File: config.mk
export PLATFORM = sky130hd
export DESIGN_NAME = multicycle_controller
export DESIGN_NICKNAME = d
export VERILOG_FILES = /design/src/rtl/multicycle_controller.sv
export SDC_FILE = /design/constraint.sdc
export NUM_CORES = 1
export LEC_CHECK = 0
export CAP_MARGIN = 25
export CORE_ASPECT_RATIO = 0.9
export CORE_MARGIN = 4
export CORE_UTILIZATION = 40
export DETAILED_ROUTE_END_ITERATION = 8
export PLACE_DENSITY_LB_ADDON = 0.08
export SLEW_MARGIN = 10
export SYNTH_ARGS = -nofsm -noshare
export SYNTH_HDL_FRONTEND = slang
export SYNTH_SLANG_ARGS = --single-unit
File: constraint.sdc
create_clock -name clk -period 4.1 [get_ports clk]
set_input_delay 0.41 -clock clk [delete_from_list [all_inputs] [get_ports clk]]
set_output_delay 0.41 -clock clk [all_outputs]
set_load 0.1 [all_outputs]
File: src/rtl/multicycle_controller.sv
// Moore control FSM for the multicycle RV32I datapath: sequences fetch/decode/execute/memory/writeback,
// drives every mux select and write enable, stalls on mem_ready, traps on unknown opcodes, counts retirements.
module multicycle_controller #(
  parameter int CNT_W = 32
) (
  input  logic             clk,
  input  logic             reset_n,
  input  logic [6:0]       op,
  input  logic             branch_taken,
  input  logic             mem_ready,
  output logic             pc_write,
  output logic             adr_src,
  output logic             mem_read,
  output logic             mem_write,
  output logic             ir_write,
  output logic [1:0]       result_src,
  output logic [1:0]       alu_src_a,
  output logic [1:0]       alu_src_b,
  output logic [1:0]       alu_op,
  output logic [2:0]       imm_src,
  output logic             reg_write,
  output logic             illegal_instr,
  output logic [CNT_W-1:0] instret,
  output logic [3:0]       state_o
);

  localparam logic [3:0] S_FETCH    = 4'd0;
  localparam logic [3:0] S_DECODE   = 4'd1;
  localparam logic [3:0] S_MEMADR   = 4'd2;
  localparam logic [3:0] S_MEMREAD  = 4'd3;
  localparam logic [3:0] S_MEMWB    = 4'd4;
  localparam logic [3:0] S_MEMWRITE = 4'd5;
  localparam logic [3:0] S_EXECR    = 4'd6;
  localparam logic [3:0] S_EXECI    = 4'd7;
  localparam logic [3:0] S_LUI      = 4'd8;
  localparam logic [3:0] S_ALUWB    = 4'd9;
  localparam logic [3:0] S_BRANCH   = 4'd10;
  localparam logic [3:0] S_JAL      = 4'd11;
  localparam logic [3:0] S_JALR     = 4'd12;
  localparam logic [3:0] S_JLINK    = 4'd13;
  localparam logic [3:0] S_TRAP     = 4'd14;

  localparam logic [6:0] OP_LOAD  = 7'b0000011;
  localparam logic [6:0] OP_STORE = 7'b0100011;
  localparam logic [6:0] OP_R     = 7'b0110011;
  localparam logic [6:0] OP_I     = 7'b0010011;
  localparam logic [6:0] OP_B     = 7'b1100011;
  localparam logic [6:0] OP_JAL   = 7'b1101111;
  localparam logic [6:0] OP_JALR  = 7'b1100111;
  localparam logic [6:0] OP_LUI   = 7'b0110111;
  localparam logic [6:0] OP_AUIPC = 7'b0010111;

  logic [3:0]       r_state;
  logic [3:0]       w_next;
  logic             r_illegal;
  logic [CNT_W-1:0] r_instret;
  logic             w_retire;
  logic             w_pc_update;
  logic             w_branch;

  always_comb begin
    w_next = r_state;
    case (r_state)
      S_FETCH:    if (mem_ready) w_next = S_DECODE;
      S_DECODE: begin
        case (op)
          OP_LOAD, OP_STORE: w_next = S_MEMADR;
          OP_R:              w_next = S_EXECR;
          OP_I:              w_next = S_EXECI;
          OP_B:              w_next = S_BRANCH;
          OP_JAL:            w_next = S_JAL;
          OP_JALR:           w_next = S_JALR;
          OP_LUI:            w_next = S_LUI;
          OP_AUIPC:          w_next = S_ALUWB;
          default:           w_next = S_TRAP;
        endcase
      end
      S_MEMADR:   w_next = (op == OP_LOAD) ? S_MEMREAD : S_MEMWRITE;
      S_MEMREAD:  if (mem_ready) w_next = S_MEMWB;
      S_MEMWB:    w_next = S_FETCH;
      S_MEMWRITE: if (mem_ready) w_next = S_FETCH;
      S_EXECR, S_EXECI, S_LUI, S_JAL, S_JLINK: w_next = S_ALUWB;
      S_ALUWB, S_BRANCH: w_next = S_FETCH;
      S_JALR:     w_next = S_JLINK;
      S_TRAP:     w_next = S_TRAP;
      default:    w_next = S_FETCH;
    endcase
  end

  // Only completed instructions return to FETCH from these states; a trap never does.
  assign w_retire = (w_next == S_FETCH) &&
                    (r_state inside {S_MEMWB, S_MEMWRITE, S_ALUWB, S_BRANCH});

  always_ff @(posedge clk or negedge reset_n) begin
    if (!reset_n) begin
      r_state   <= S_FETCH;
      r_instret <= '0;
      r_illegal <= 1'b0;
    end else begin
      r_state   <= w_next;
      r_illegal <= r_illegal | (w_next == S_TRAP);
      if (w_retire) r_instret <= r_instret + CNT_W'(1);
    end
  end

  always_comb begin
    adr_src     = 1'b0;
    mem_read    = 1'b0;
    mem_write   = 1'b0;
    ir_write    = 1'b0;
    result_src  = 2'b00;
    alu_src_a   = 2'b00;
    alu_src_b   = 2'b00;
    alu_op      = 2'b00;
    reg_write   = 1'b0;
    w_pc_update = 1'b0;
    w_branch    = 1'b0;
    case (r_state)
      S_FETCH: begin
        mem_read    = 1'b1;
        alu_src_b   = 2'b10;
        result_src  = 2'b10;
        ir_write    = mem_ready;
        w_pc_update = mem_ready;
      end
      S_DECODE: begin
        alu_src_a = 2'b01;
        alu_src_b = 2'b01;
      end
      S_MEMADR: begin
        alu_src_a = 2'b10;
        alu_src_b = 2'b01;
      end
      S_MEMREAD: begin
        adr_src  = 1'b1;
        mem_read = 1'b1;
      end
      S_MEMWB: begin
        result_src = 2'b01;
        reg_write  = 1'b1;
      end
      S_MEMWRITE: begin
        adr_src   = 1'b1;
        mem_write = 1'b1;
      end
      S_EXECR: begin
        alu_src_a = 2'b10;
        alu_op    = 2'b10;
      end
      S_EXECI: begin
        alu_src_a = 2'b10;
        alu_src_b = 2'b01;
        alu_op    = 2'b10;
      end
      S_LUI: begin
        alu_src_b = 2'b01;
        alu_op    = 2'b11;
      end
      S_ALUWB: reg_write = 1'b1;
      S_BRANCH: begin
        alu_src_a = 2'b10;
        alu_op    = 2'b01;
        w_branch  = 1'b1;
      end
      S_JAL: begin
        alu_src_a   = 2'b01;
        alu_src_b   = 2'b10;
        w_pc_update = 1'b1;
      end
      S_JALR: begin
        alu_src_a   = 2'b10;
        alu_src_b   = 2'b01;
        result_src  = 2'b10;
        w_pc_update = 1'b1;
      end
      S_JLINK: begin
        alu_src_a = 2'b01;
        alu_src_b = 2'b10;
      end
      default: ;
    endcase
  end

  always_comb begin
    case (op)
      OP_STORE:         imm_src = 3'b001;
      OP_B:             imm_src = 3'b010;
      OP_JAL:           imm_src = 3'b011;
      OP_LUI, OP_AUIPC: imm_src = 3'b100;
      default:          imm_src = 3'b000;
    endcase
  end

  assign pc_write      = w_pc_update | (w_branch & branch_taken);
  assign illegal_instr = r_illegal;
  assign instret       = r_instret;
  assign state_o       = r_state;

endmodule

# == After elaboration in Yosys (flattened, before gate mapping) ==
# Index checks and enable logic that the tools add are counted.
# word_totals
regBits,37
in_bits,11
out_inout_bits,54
wordCells,66
# op_classes
add_sub_neg,1
n_eq_ne,24
n_mux,18
bitwise,3
reduce_logical,17
# ops
cell,count
case mux 4 bit (8 select lines),2
adder 32 x 1 -> 32 bit (second input constant),1
equality test 4 bit (second input constant),8
equality test 7 x 6 -> 1 bit (second input constant),3
equality test 7 bit (second input constant),3
equality test 4 x 3 -> 1 bit (second input constant),4
OR reduction 2 bit,8
OR reduction 5 bit,3
equality test 7 x 5 -> 1 bit (second input constant),2
two-way mux 4 bit,3
case mux 2 bit (2 select lines),3
case mux 3 bit (4 select lines),1
equality test 4 x 2 -> 1 bit (second input constant),2
logical NOT 4 bit,2
equality test 7 x 2 -> 1 bit (second input constant),1
two-way mux 1 bit,6
case mux 2 bit (3 select lines),1
OR reduction 3 bit,2
equality test 4 x 1 -> 1 bit (second input constant),1
nonzero test 4 bit,1
two-way mux 3 bit,1
bitwise OR 1 bit,2
case mux 1 bit (2 select lines),1
bitwise AND 1 bit,1
logical AND 1 bit,1

# == Depth between registers and ports, before layout ==
# logic_depth
depth_word,6
ltp_mapped,9
ltp_nobuf,7

# == Worst setup path after synthesis ==
# Ideal clock, no wire load.
# synth_path
path_type,register to output
startpoint,"register r_state[2], in the netlist state_o[2]"
endpoint,output alu_src_b[0]
t_arrival_ps,4005
t_required_ps,3690
path_slack_ps,-315
path_stages_with_launch,6
path_buffers,2
cell_sequence,dfrtp_1 > buf_4 > clkbuf_1 > xor2_1 > mux2_2 > o21ai_0
# synth_between
elab_chain_cells,3
word_cells_on_any_way,11
classes_between,7 x eq/ne; 1 x mux; 3 x reduce/logical
# synth_rtl
item,line_no,source
start: declaration,53,logic [3:0] r_state;
start signal: assignment,100,r_state <= w_next;
"equality test 4 bit, or another cell as far along",118,case (r_state)
OR reduction 5 bit (no line) or OR reduction 3 bit (tied branches),n/a,
case mux 2 bit (2 select lines) *,118,
end: declaration,18,"output logic [1:0] alu_src_b,"
# Mark *: on every way between the ends. The rest lies on a longest branch, timed or not.

# == Worst setup path after layout ==
# layout_path
startpoint,"register r_state[2], in the netlist state_o[2]"
endpoint,output alu_src_a[1]
# layout_between
elab_chain_cells,3
word_cells_on_any_way,11
classes_between,8 x eq/ne; 1 x mux; 2 x reduce/logical
# layout_rtl
item,line_no,source
"equality test 4 bit, or another cell as far along",118,
OR reduction 5 bit (no line) or OR reduction 3 bit (tied branches),n/a,
case mux 2 bit (2 select lines) *,118,
end: declaration,17,"output logic [1:0] alu_src_a,"
# Marked as above.

==> impl_metrics.json <==
{
  "critPathRequiredTime_ns": 3.69,
  "htree_levels": 2,
  "synth-edff-count": 0,
  "grt_overflow": 0,
  "drv_slew": 0,
  "cts_sinks": 37,
  "die_area_um2": 7177,
  "synth_cell_type_count": 58,
  "fp.dieW_um": 88.86,
  "grt_usage_pct": 16.78,
  "die_h_um": 80.77,
  "reg2reg_slack_ns": 1.43,
  "antenna_cells": 0,
  "worstSetupStartpointType": "flip-flop",
  "dp.cells": 368,
  "grt_pass1_vias": 1919,
  "hold_class": "in -> async",
  "drc": 0,
  "num_vias": 1981,
  "clk_path_buf_depth": 2,
  "setup_viol": 0,
  "drv_cap": 0,
  "netlist_instances": 248,
  "worstPathArrival_ns": 2.86,
  "drt-wirelength-per-cell_um": 15.03,
  "synth_commonest_cells": "dfrtp_1 (37), nand2_1 (24), xor2_1 (23), nand3_1 (15), nor3_1 (15)",
  "fmax_mhz": 305.7,
  "final_antenna_net_count": 0,
  "ys_warn_count": 0,
  "path_clk_slew_ns": 0.08,
  "run_status": "completed",
  "synth_seq_cells": 37,
  "place_congestion": 0.7556,
  "synthToLayoutAreaGrowth_pct": 32.27,
  "path_class": "reg -> out",
  "initial_core_util_pct": 41.34,
  "slew_headroom_pct": 33.87,
  "fin_crit_sh_pct": 79.79,
  "skew_ns": 0.005534,
  "yosysMostFrequentCell": "dfrtp_1",
  "portBuffers": 64,
  "design.core.area_um2": 5693,
  "syn_avg_cell_area_um2": 9.490,
  "rows": 26,
  "peakVddDrop_v": 0.001053,
  "rsz0062_at_grt": "no",
  "cts_tree": "done",
  "cellPowerDensity_nw_per_um2": 830.1,
  "fin_nets": 317,
  "drt_pass1_iterations": 4,
  "n_fill_cell": 518,
  "drt-initial-drc-count": 164,
  "hold_slack_ns": 0.2089,
  "critical_path.max_fanout": 20,
  "dp_hpwl_um": 3893,
  "root_buffer": "clkbuf_8",
  "ios": 65,
  "p_leak_nw": 1.111,
  "synth_top_area_share_pct": 39.34,
  "numCtsBuffers": 5,
  "grt_max_degree": 38,
  "drt-total-wl_um": 5651,
  "ys.flop_type": "dfrtp_1",
  "crit_path_end_kind": "output port",
  "stdcell_count": 376,
  "tns_ns": 0,
  "grt_pass1_wl_um": 9577,
  "cts_resized": 0,
  "netlist_area_um2": 2354,
  "hold_viol": 0,
  "drive_gt1_share_pct": 13.40,
  "synthArstFlopShare_pct": 100.0,
  "synth-seq-area-share_pct": 39.34,
  "period_minus_slack_ns": 3.271,
  "antenna_found_initial": 0,
  "hold_buffers": 0,
  "vias_per_cell": 5.269,
  "synthTopCellsByArea": "dfrtp_1 (39%), xor2_1 (8.6%), nor4_2 (4.3%)",
  "insertion_delay_ns": 0.30,
  "synth.net_count": 260,
  "post_cts_buffers": 0,
  "synth_top_area_cell": "dfrtp_1",
  "worst_pin_slew_ns": 0.9889
}
## placed cells by master (no fill, tap or decap), types with 2 or more instances in the layout
master,count
clkdlybuf4s50_1,56
dfrtp_1,37
nand2_1,24
xor2_1,23
nand3_1,15
nor3_1,15
nor2_1,13
xnor2_1,10
and3_1,8
nor4_2,8
o21ai_0,7
nand4_1,7
buf_4,7
a21oi_1,6
clkbuf_8,6
nand2b_1,5
nor2b_1,5
inv_1,4
and2_1,4
nand3b_1,2
nor2_2,2
nor3b_1,2
o21a_1,2
## registers in the layout, indices dropped and copies added (netlist names)
name,cells
illegal_instr,1
state_o,4
instret,32
## report_power, final
part	switching, mW	internal, mW
clock network	0.139	0.198
logic	1.28	0.392
registers	0.158	0.416
total	1.58	1.01
## logic make-up after synthesis
group,after synthesis,share of synthesized area (%)
and+or+nand+nor,124,32.16
DFF,37,39.34
xor gates and xnor gates,34,12.97
AOI/OAI and AO/OA,30,9.517
buffers and inverters,19,4.093
muxes,3,1.382
adders and majority gates,1,0.5315
## worst max-delay path: stages, from the launching register on
cell,delay (ns)
dfrtp_1,0.79
nand2_1,0.22
o21a_1,0.22
o21ai_0,0.15
clkdlybuf4s50_1,1.18
## cell type report
class                           count  area, um2  area share (%)
Clock buffer                        6      82.58           2.653
Clock inverter                      2      37.54           1.206
Inverter                            5      18.77          0.6029
Multi-Input combinational cell    192       1343           43.13
Sequential cell                    37      925.9           29.74
Tap cell                           70      87.58           2.814
Timing Repair Buffer               64      618.1           19.86
## routing by layer
metal / up-vias / track usage, % / share of wire, %
met1: 932 / 25.59 / 52
met2: 49 / 23.59 / 42
met5: - / 0 / 0
li1: 994 / - / -
met4: 0 / 5.438 / 1.1
met3: 6 / 3.347 / 4.8
## through the flow
stage	total power, mW	area (um2)	worst slack [ns]	util, %
after floorplan	1.932	2365	0.07291	-
after global placement	2.250	2993	1.241	52.57
after detailed placement	2.262	2993	1.176	52.57
after CTS	2.605	3113	0.8451	54.68
after global routing	2.702	3113	0.7355	54.68
final	2.584	3113	0.8288	54.68
## final timing paths
| kind | start | endpoint | cells after the start |
|---|---|---|---|
| max reg2reg | state_o[0] | instret[1] | 7 |
| min in group clk | instret[31] | instret[31] | 1 |
| max in group asynchronous | reset_n | instret[23] | 1 |
| max | state_o[2] | alu_src_a[1] | 4 |
| min reg2reg | instret[31] | instret[31] | 1 |
| min | reset_n | instret[4] | 1 |
(Power assumes the default switching activity.)
